### src/rtl/definitions_pkg.sv
// Shared constants for the UART receive path.
// Top-level defaults for the receive byte buffer.
package definitions_pkg;

    localparam int RX_FIFO_DEPTH = 16;
    localparam int RX_FIFO_AFULL = 12;
    localparam int RX_BYTE_W     = 8;

endpackage

### src/rtl/uart_rx_fifo_mem.sv
// Byte storage for the UART receive buffer.
// One synchronous write port, one asynchronous read port, no reset.
module uart_rx_fifo_mem
    import definitions_pkg::*;
#(
    parameter int DEPTH = RX_FIFO_DEPTH,
    parameter int AW    = $clog2(DEPTH)
) (
    input  logic                 clk,
    input  logic                 i_wr_en,
    input  logic [AW-1:0]        i_wr_addr,
    input  logic [RX_BYTE_W-1:0] i_wr_data,
    input  logic [AW-1:0]        i_rd_addr,
    output logic [RX_BYTE_W-1:0] o_rd_data
);

    logic [RX_BYTE_W-1:0] r_mem [DEPTH];

    always_ff @(posedge clk) begin
        if (i_wr_en) begin
            r_mem[i_wr_addr] <= i_wr_data;
        end
    end

    assign o_rd_data = r_mem[i_rd_addr];

endmodule

### src/rtl/uart_rx_fifo.sv
// Receive-side FWFT byte buffer fed by the UART receiver done/out pair.
// Edge-detects rx_done, stores bytes, reports level and sticky overflow.
module uart_rx_fifo
    import definitions_pkg::*;
#(
    parameter int DEPTH       = RX_FIFO_DEPTH,
    parameter int AFULL_LEVEL = RX_FIFO_AFULL
) (
    input  logic                     clk,
    input  logic                     rstN,
    input  logic                     rx_done,
    input  logic [7:0]               rx_data,
    input  logic                     flush,
    input  logic                     ovf_clr,
    input  logic                     rd_ready,
    output logic                     rd_valid,
    output logic [7:0]               rd_data,
    output logic [$clog2(DEPTH):0]   count,
    output logic                     empty,
    output logic                     full,
    output logic                     almost_full,
    output logic                     overflow
);

    localparam int AW = $clog2(DEPTH);
    localparam int CW = AW + 1;

    localparam logic [CW-1:0] C_DEPTH = CW'(DEPTH);
    localparam logic [CW-1:0] C_AFULL = CW'(AFULL_LEVEL);

    logic          r_done_q;
    logic [AW-1:0] r_wr_ptr;
    logic [AW-1:0] r_rd_ptr;
    logic [CW-1:0] r_count;
    logic          r_overflow;

    logic          w_push;
    logic          w_pop;
    logic          w_wr_en;
    logic          w_drop;
    logic          w_empty;
    logic          w_full;
    logic [7:0]    w_mem_rd;

    assign w_empty = (r_count == '0);
    assign w_full  = (r_count == C_DEPTH);

    // done stays high until the next start bit; only its rising edge is a byte
    assign w_push  = rx_done & ~r_done_q;
    assign w_pop   = ~w_empty & rd_ready & ~flush;
    assign w_wr_en = w_push & ~flush & (~w_full | w_pop);
    assign w_drop  = w_push & ~flush & w_full & ~w_pop;

    always_ff @(posedge clk or negedge rstN) begin
        if (!rstN) begin
            r_done_q <= 1'b1;
        end else begin
            r_done_q <= rx_done;
        end
    end

    always_ff @(posedge clk or negedge rstN) begin
        if (!rstN) begin
            r_wr_ptr <= '0;
            r_rd_ptr <= '0;
            r_count  <= '0;
        end else if (flush) begin
            r_wr_ptr <= '0;
            r_rd_ptr <= '0;
            r_count  <= '0;
        end else begin
            if (w_wr_en) begin
                r_wr_ptr <= r_wr_ptr + AW'(1);
            end
            if (w_pop) begin
                r_rd_ptr <= r_rd_ptr + AW'(1);
            end
            if (w_wr_en && !w_pop) begin
                r_count <= r_count + CW'(1);
            end else if (w_pop && !w_wr_en) begin
                r_count <= r_count - CW'(1);
            end
        end
    end

    // a drop in the same cycle as ovf_clr keeps the flag set
    always_ff @(posedge clk or negedge rstN) begin
        if (!rstN) begin
            r_overflow <= 1'b0;
        end else if (flush) begin
            r_overflow <= 1'b0;
        end else if (w_drop) begin
            r_overflow <= 1'b1;
        end else if (ovf_clr) begin
            r_overflow <= 1'b0;
        end
    end

    uart_rx_fifo_mem #(
        .DEPTH     (DEPTH),
        .AW        (AW)
    ) u_mem (
        .clk       (clk),
        .i_wr_en   (w_wr_en),
        .i_wr_addr (r_wr_ptr),
        .i_wr_data (rx_data),
        .i_rd_addr (r_rd_ptr),
        .o_rd_data (w_mem_rd)
    );

    assign rd_valid    = ~w_empty;
    assign rd_data     = w_empty ? 8'h00 : w_mem_rd;
    assign count       = r_count;
    assign empty       = w_empty;
    assign full        = w_full;
    assign almost_full = (r_count >= C_AFULL);
    assign overflow    = r_overflow;

endmodule

### config.mk
export PLATFORM = sky130hd
export DESIGN_NAME = uart_rx_fifo
export DESIGN_NICKNAME = d
export VERILOG_FILES = /design/src/rtl/definitions_pkg.sv /design/src/rtl/uart_rx_fifo_mem.sv /design/src/rtl/uart_rx_fifo.sv
export SDC_FILE = /design/constraint.sdc
export NUM_CORES = 1
export LEC_CHECK = 0
export CAP_MARGIN = 20
export CORE_MARGIN = 1.5
export CORE_UTILIZATION = 55
export DETAILED_ROUTE_END_ITERATION = 6
export PLACE_DENSITY = 0.76
export SLEW_MARGIN = 20
export SYNTH_ARGS = -nofsm -noshare
export SYNTH_HDL_FRONTEND = slang
export SYNTH_SLANG_ARGS = --single-unit
export TNS_END_PERCENT = 50
### constraint.sdc
create_clock -name clk -period 3.7 [get_ports clk]
set_input_delay 0.925 -clock clk [delete_from_list [all_inputs] [get_ports clk]]
set_output_delay 0.925 -clock clk [all_outputs]
set_load 0.01 [all_outputs]
==> reports/qor.yml <==
die_w_microns: 107
hold_path.class: "reg2reg"
hold_depth: 2
rsz0062_at_grt: "false"
finalSetupTns_ns: 0
grt_pass1_wl_mm: 17.9
synth_cell_types: 37
worst_slew_pin_slew_ns: 0.724
clockBufferDepth: 2
required_ns: 2.77
cpPeakStageDelay_ns: 0.52
async_flop_share_pct: 10.5
power.density_mw_per_mm2: 643
leakagePower_nw: 2.34
synth_edf_count: 128
final_cell_area_sq_mm: 0.00703
cts-root-buf: "clkbuf_8"
numCtsBuffers: 17
critical_path_buf_inv_count: 1
io_pins: 32
drive_gt1_share_pct: 23.4
arrival_ns: 2.67
cts-htree-levels: 4
fp.dieH_microns: 107
ys_seq_area_share_pct: 71.1
ys_ff_latch: 143
hold_viol: 0
synth_nets: 341
numPortBuffers: 31
cp-start-kind: "flip-flop"
worstSetupPathType: "reg2out"
hp-start: "overflow"
cp.depth: 5
skew_ns: 0.0129
cts_tree: "done"
cap_violations: 0
diodes: 0
syn_inst: 317
clk_latency_ns: 0.52
cts.sinks: 143
synthTopCellsByArea: "edfxtp_1, mux4_2, dfrtp_1, mux2i_1, ha_1"
avgRoutedWirePerCell_microns: 21.9
hold_path_end: "overflow"
overflow: 0
grt_max_degree: 33
period_share_pct: 97.2
place.gp.congestion: 0.802
relSlewSlack_pct: 51.6
ys.flop_type: "edfxtp_1"
yosysWarningCount: 0
timing.fmax_ghz: 0.278
ir_drop_uv: 409
place_hpwl_mm: 6.98
rr_startpoint: "count[0]"
grt_pass1_vias: 3236
worstSetupEndpointType: "output port"
syn_avg_cell_area_sq_um: 18.7
regToRegSetupSlack_ns: 0.48
crit_family: "simple AND/OR/NAND/NOR gates"
cp_max_fo: 8
min_period_ns: 3.60
drt_iter0_markers: 236
routed_via_density: 5.97
status: "completed"
finish.net_count: 387
crit_path_top_delay_cell: "clkdlybuf4s50_1"
dr.pass1.iters: 4
ant_nets: 0
antenna_found_initial: 0
slew_viol_final: 0
postCtsSetupRepairBufs: 0
start_util_pct: 57.0
vias: 3059
setup_violations: 0
placed_cell_area_sq_mm: 0.00646
hold_buffers: 0
reg2reg_to: "count[4]"
worst_setup_hold_path_clk_slew_ns: 0.06
syn_area_sq_mm: 0.00594
yosysTopAreaCell: "edfxtp_1"
dieArea_sq_mm: 0.0114
rows: 37
wl_mm: 11.2
grtUsageTotal_pct: 21.9
r2r_cells: 8
coreArea_sq_mm: 0.0104
drc: 0
area_growth_pct: 18.4
cp_cell_sequence: "nor4_2, nand2b_1, nand2_1, o22ai_1, clkdlybuf4s50_1"
synth_top_area_share_pct: 64.7
cts_repair_resize_count: 1
-- area by class of cell --
type / instances / area [sq um]
sequential: 143 / 4220
fill: 674 / 3380
multi-input combinational: 149 / 1630
clock buffer: 18 / 418
timing repair buffer: 43 / 417
tap: 136 / 170
clock inverter: 14 / 145
inverter: 9 / 33.8
-- logic make-up after synthesis --
kind of cell | synth area share (%)
mux | 16.4
simple gates | 4.80
compound gates | 3.27
flops | 71.1
fa+ha+maj | 2.23
buf+inv | 1.66
xor+xnor | 0.590
-- worst max path at each step --
stage / from / to / slack, ns
6_report: count[1] / rd_data[0] / 0.10
2_1_floorplan: flush / count[4] / 0.53
4_1_cts: r_rd_ptr[0] / rd_data[6] / 0.02
3_3_place_gp: rx_done / count[4] / 0.22
3_5_place_dp: rx_done / count[4] / 0.03
5_1_grt: count[1] / rd_data[0] / 0.003
-- placed cells by master, fill, tap and decap left out, types with 2 or more instances in the layout --
cell and count:
inv_6 6, nand2_1 4, nor2_1 13, buf_4 10, clkinv_4 2, clkbuf_16 16, a21o_1 2, inv_8 2
o211ai_1 2, mux4_2 32, or4_1 2, nor2b_1 2, and3_1 2, nand4_1 2, dfrtp_1 13, nor3b_1 2
mux2_2 5, xor2_1 3, clkinvlp_4 3, inv_1 9, a211o_1 3, edfxtp_1 128, clkdlybuf4s50_1 31, nand3_1 7
mux2i_1 18, o22ai_1 8, ha_1 9, and2_1 13, nand2b_1 4, a21oi_1 5
-- worst reg2reg max path, delay by kind of cell (launching register included) --
| kind | cells | cell delay, ns |
|---|---|---|
| DFF | 1 | 0.47 |
| and+or+nand+nor | 2 | 0.83 |
| AOI/OAI and AO/OA | 5 | 1.41 |
| adders and majority gates | 1 | 0.45 |
-- per-layer routing --
metal | wire [microns] | vias to the layer above | global-route usage, %
met4 | 111 | 0 | 7.62
met2 | 5720 | 91 | 36.5
li1 | - | 1361 | -
met3 | 579 | 9 | 4.32
met5 | 0 | - | 0
met1 | 4790 | 1598 | 29.2
-- power breakdown --
group | internal (mW) | leakage (nW) | switching (mW)
combinational | 0.567 | 0.725 | 0.486
clock | 0.914 | 0.268 | 0.688
sequential | 1.80 | 1.35 | 0.0668
-- registers in the layout, indices dropped and copies added (netlist names) --
| name | count |
|---|---|
| count | 5 |
| overflow | 1 |
| r_rd_ptr | 4 |
| u_mem.r_mem | 128 |
| r_wr_ptr | 4 |
| r_done_q | 1 |
-- metrics by stage --
step,instances,hold slack (ns),setup slack (ns),power (mW),util (%)
floorplan,317,0.503,0.530,2.55,-
global placement,480,0.532,0.224,2.92,62.0
global route,512,0.600,0.00283,4.69,67.5
finish,512,0.560,0.104,4.52,67.5
detailed placement,480,0.538,0.0334,2.94,62.0
CTS,512,0.560,0.0181,4.55,67.5
-- synthesized netlist by cell type, types with 4 or more instances --
cell type,n
edfxtp_1,128
mux4_2,32
mux2i_1,18
dfrtp_1,14
and2_1,13
nor2_1,13
clkbuf_1,11
ha_1,9
inv_1,9
o22ai_1,8
nand3_1,7
a21oi_1,5
mux2_2,5
nand2b_1,5
buf_2,4
nand2_1,4
No activity file was read; power rests on OpenSTA's default activity.
